$ cat src/rtl/rfkit_dsp_pkg.sv
// Shared DSP definitions for the rfkit sample chain: the default sample type
// and the accumulator sizing helper used by the decimation blocks.
package rfkit_dsp_pkg;

    localparam int SampleBits = 12;

    typedef logic signed [SampleBits-1:0] sample_t;

    // Summing 2**log2_n signed words needs log2_n extra bits of headroom.
    function automatic int acc_width(input int word_bits, input int log2_n);
        return word_bits + log2_n;
    endfunction

endpackage

$ cat src/rtl/boxcar_decimator.sv
// Boxcar decimator: averages each block of 2**DecimationLog2 accepted samples.
// Define BOXCAR_DECIMATOR_ROUND_EN to round half up instead of flooring.
module boxcar_decimator
    import rfkit_dsp_pkg::*;
#(
    parameter int WordLengthBits = 12,
    parameter int DecimationLog2 = 2
) (
    input  logic                             clk,
    input  logic                             rst,
    input  logic signed [WordLengthBits-1:0] in,
    input  logic                             in_valid,
    output logic                             in_ready,
    output logic signed [WordLengthBits-1:0] out,
    output logic                             out_valid,
    input  logic                             out_ready
);

    localparam int AccBits = acc_width(WordLengthBits, DecimationLog2);
    localparam logic [DecimationLog2-1:0] CountLast = '1;
    localparam logic [DecimationLog2-1:0] CountStep = DecimationLog2'(1);

    logic signed [AccBits-1:0]        acc;
    logic        [DecimationLog2-1:0] count;
    logic signed [AccBits-1:0]        in_ext;
    logic signed [AccBits-1:0]        sum;
    logic signed [AccBits-1:0]        rounded;
    logic signed [WordLengthBits-1:0] scaled;
    logic                             accept;
    logic                             dump;

    // A full output register stalls the input unless it is drained this cycle.
    assign in_ready = !out_valid || out_ready;
    assign accept   = in_valid && in_ready;
    assign dump     = accept && (count == CountLast);

    always_comb begin
        in_ext = {{DecimationLog2{in[WordLengthBits-1]}}, in};
        sum    = acc + in_ext;
`ifdef BOXCAR_DECIMATOR_ROUND_EN
        rounded = sum + AccBits'(1 << (DecimationLog2 - 1));
`else
        rounded = sum;
`endif
        // The mean of N words of WordLengthBits always fits back into WordLengthBits.
        scaled = WordLengthBits'(rounded >>> DecimationLog2);
    end

    // NOTE: state is updated with non-blocking assignments so every register
    // samples the pre-edge values, independent of statement order.
    always_ff @(posedge clk or negedge rst) begin
        if (!rst) begin
            acc       <= '0;
            count     <= '0;
            out       <= '0;
            out_valid <= 1'b0;
        end else begin
            if (accept) begin
                if (dump) begin
                    acc   <= '0;
                    count <= '0;
                    out   <= scaled;
                end else begin
                    acc   <= sum;
                    count <= count + CountStep;
                end
            end
            if (dump) begin
                out_valid <= 1'b1;
            end else if (out_ready) begin
                out_valid <= 1'b0;
            end
        end
    end

endmodule

$ cat config.mk
export PLATFORM = sky130hd
export DESIGN_NAME = boxcar_decimator
export DESIGN_NICKNAME = d
export VERILOG_FILES = /design/src/rtl/rfkit_dsp_pkg.sv /design/src/rtl/boxcar_decimator.sv
export SDC_FILE = /design/constraint.sdc
export NUM_CORES = 1
export LEC_CHECK = 0
export ABC_AREA = 1
export CORE_AREA = 2 2 88 48
export DETAILED_ROUTE_END_ITERATION = 8
export DIE_AREA = 0 0 90 50
export PLACE_DENSITY_LB_ADDON = 0.15
export SLEW_MARGIN = 0
export SYNTH_ARGS = -nofsm -noshare
export SYNTH_HDL_FRONTEND = slang
export SYNTH_SLANG_ARGS = --single-unit
$ cat constraint.sdc
create_clock -name clk -period 2.1 [get_ports clk]
set_input_delay 0.21 -clock clk [delete_from_list [all_inputs] [get_ports clk]]
set_output_delay 0.21 -clock clk [all_outputs]
set_load 0.05 [all_outputs]
==> run_results.csv <==
group,metric,value,unit
clock_network,clk_pin_slew,0.07,ns
route,vias,1735,
setup_path,crit_chain,"ha_1 -> fa_1 -> nand3_1 -> nand2_4 -> nand2_1 -> nand2_1 -> or2_1 -> nand3_1 -> nand2_1",
floorplanning,die_area,4500,um^2
logic_synthesis,synth_top_area_cell,"dfrtp_1",
timing,min_period,1.82,ns
timing,rsz0062_at_grt,"no",
setup_path,critical_path.slowest_cell,"fa_1",
grt,grtUsageTotal,23.6,%
power_and_ir_drop,cellLeakagePower,1.26,nW
power_and_ir_drop,irDropWorstVdd,0.874,mV
clock_network,post_cts_buffers,0,
clock_network,ctsHoldBuffers,0,
power_and_ir_drop,power.total,3.82,mW
timing,clock.fmax,549,MHz
logic_synthesis,synth_adder_area_share,10.3,%
placement,dp_hpwl,3620,um
clock_network,cts_root_buf,"clkbuf_8",
placement,gp_congestion,0.918,
status,status,"finished clean",
route,routed_via_density,4.93,
layout,drive_above_1_share,10.7,%
grt,grt_overflow,0,
timing,finalHoldViolations,0,
clock_network,clock_latency,0.28,ns
placement,place_inst,345,
logic_synthesis,synth_top_area_share,38.1,%
logic_synthesis,synth.distinct_cells,26,
setup_path,cp.arrival,2.00,ns
placement,io_buffers,29,
logic_synthesis,synthesis.nets,290,
setup_path,r2r_cells,9,
clock_network,cts_resized,0,
layout,final_nets,329,
route,drt_wl_total,4710,um
logic_synthesis,ys_ff_latch,29,
floorplanning,rows,16,
logic_synthesis,syn_area_per_cell,7.35,um^2
layout,fin_cells,352,
logic_synthesis,synthArstFlopShare,100,%
route,route.detailed.drc,0,
route,first_iter_violations,101,
logic_synthesis,seq_area_frac_synth,38.1,%
setup_path,end_kind,"register",
power_and_ir_drop,p_per_area,1610,nW/um^2
logic_synthesis,synth_top_family_by_area,"simple AND/OR/NAND/NOR gates",
setup_path,critPathLaunchType,"register",
timing,tightest_slew,0.510,ns
setup_path,crit_top_cell,"nand2_1",
setup_path,timing.rr.end,"acc[6]$_DFFE_PN0P_",
logic_synthesis,muxShareOfSynthArea,0,%
layout,antenna_cells,0,
placement,post_dp_cell_area,2280,um^2
floorplanning,core,3720,um^2
timing,slew_viol_final,0,
grt,grt_max_degree,30,
logic_synthesis,synth_xor_xnor_area_share,3.22,%
worst_hold_path,hold_path_class,"primary input to async pin",
logic_synthesis,synth_ff_type,"dfrtp_1",
logic_synthesis,syn-cell-area,1900,um^2
logic_synthesis,postSynthCellCount,259,
floorplanning,fp.dieH,50,um
timing,slew_headroom,65.9,%
grt,first_global_vias,1634,
route,drt.antenna.violating_nets,0,
logic_synthesis,synthTopCellsByArea,"dfrtp_1 (38%), nand2_1 (20%), ha_1 (9.2%)",
setup_path,critPathMaxStageDelay,0.42,ns
floorplanning,start_util,51.1,%
logic_synthesis,yosys_warnings,0,
clock_network,cts_made_buffers,5,
setup_path,critPathLaunch,"acc[0]$_DFFE_PN0P_",
job,cap_violations,0,
clock_network,clock_path_buffers,2,
logic_synthesis,synth_common_cells,"nand2_1 (102), dfrtp_1 (29), inv_1 (29), nand3_1 (21), ha_1 (14)",
timing,fin_tns_setup,0,ns
route,wl_per_cell,13.4,um
layout,n_fill_cell,340,
floorplanning,io_pins,30,
layout,syn2layout_area_growth,24.7,%
clock_network,tritoncts,"yes",
setup_path,critPathKind,"register to register",
layout,design_area,2370,um^2
logic_synthesis,synth-compound-area-share,5.85,%
logic_synthesis,yosysMostFrequentCell,"nand2_1",
clock_network,h-tree-depth,2,
clock_network,clock_sinks,29,
setup_path,worstPathMaxFanout,4,
floorplanning,dieWidth,90,um
grt,grt_pass1_wl,8120,um
grt,antenna_found_initial,0,
timing,setup_viol,0,
route,dr.pass1.iters,4,
logic_synthesis,synth-edff-count,0,
setup_path,r2r_start,"acc[0]$_DFFE_PN0P_",
timing,skew,0.00402,ns
setup_path,r2r_slack,0.28,ns
timing,min_period_over_period,86.8,%
logic_synthesis,synth-simple-area-share,35.0,%
setup_path,crit_required,2.27,ns
## stage by stage
stage               utilization (%)  hold WS, ns  setup slack, ns
floorplan                         -      -0.0856            0.384
detailed placement             61.3        0.469          0.00349
global route                   63.7        0.333            0.165
CTS                            63.7        0.323            0.260
global placement               61.3        0.466           0.0480
finish                         63.7        0.312            0.277
## layout by cell type, fill, tap and decap left out, types with 3 or more instances in the layout
master / synthesis / routed
xnor2_1: 4 / 4
a21oi_1: 6 / 6
o21ai_1: 5 / 5
inv_1: 29 / 29
inv_2: 5 / 5
nand2_2: 7 / 7
nand3_1: 21 / 21
nor2_1: 9 / 9
nand2_1: 102 / 102
o21ai_0: 6 / 6
xor2_1: 3 / 3
clkdlybuf4s50_1: 0 / 28
dfrtp_1: 29 / 29
nand4_1: 3 / 3
ha_1: 14 / 14
buf_4: 1 / 6
clkbuf_8: 0 / 6
## power by group
group	switching, mW	total [mW]	internal [mW]
clock	0.224	0.483	0.259
combinational	1.53	2.36	0.834
sequential	0.153	0.976	0.823
## routing by layer
| metal | up-vias | global-route usage [%] | routed length, um |
|---|---|---|---|
| met2 | 69 | 30.3 | 1670 |
| met4 | 0 | 5.38 | 10 |
| met1 | 774 | 38.4 | 2610 |
| li1 | 889 | - | - |
| met5 | - | 0 | 0 |
| met3 | 3 | 5.50 | 417 |
## final cells by class
cell class	instances	area, um^2	area share (%)
multi-input combinational	193	1030	43.5
sequential	29	726	30.6
timing repair buffer	34	325	13.7
inverter	35	131	5.54
clock buffer	6	82.6	3.48
tap	54	67.6	2.85
clock inverter	1	7.51	0.316
## state kept, by name (all words and copies together) (netlist names)
name,count
count,2
out_valid,1
acc,14
out,12
## cell families (layout without fill, tap and decap cells)
family	Yosys count	count (layout)
buffers and inverters	37	76
XOR/XNOR	7	7
adder cells (fa/ha/maj)	15	15
flip-flops	29	29
AO/OA/AOI/OAI	20	20
AND/OR/NAND/NOR	151	151
## worst max-delay path by stage
stage | slack, ns | to | cells after the start
after floorplan | 0.38 | out[4]$_DFFE_PN0P_ | 9
after global placement | 0.05 | out[4]$_DFFE_PN0P_ | 10
after detailed placement | 0.003 | acc[6]$_DFFE_PN0P_ | 10
after CTS | 0.26 | acc[6]$_DFFE_PN0P_ | 9
after global routing | 0.17 | acc[6]$_DFFE_PN0P_ | 9
final | 0.28 | acc[6]$_DFFE_PN0P_ | 9
## critical path, delay by kind of cell (launching register included)
| kind | cells | cell delay, ns |
|---|---|---|
| AND/OR/NAND/NOR | 7 | 0.69 |
| adder cells (fa/ha/maj) | 2 | 0.64 |
| flip-flops | 1 | 0.39 |
Note: power is estimated with default switching activity, not from simulation.
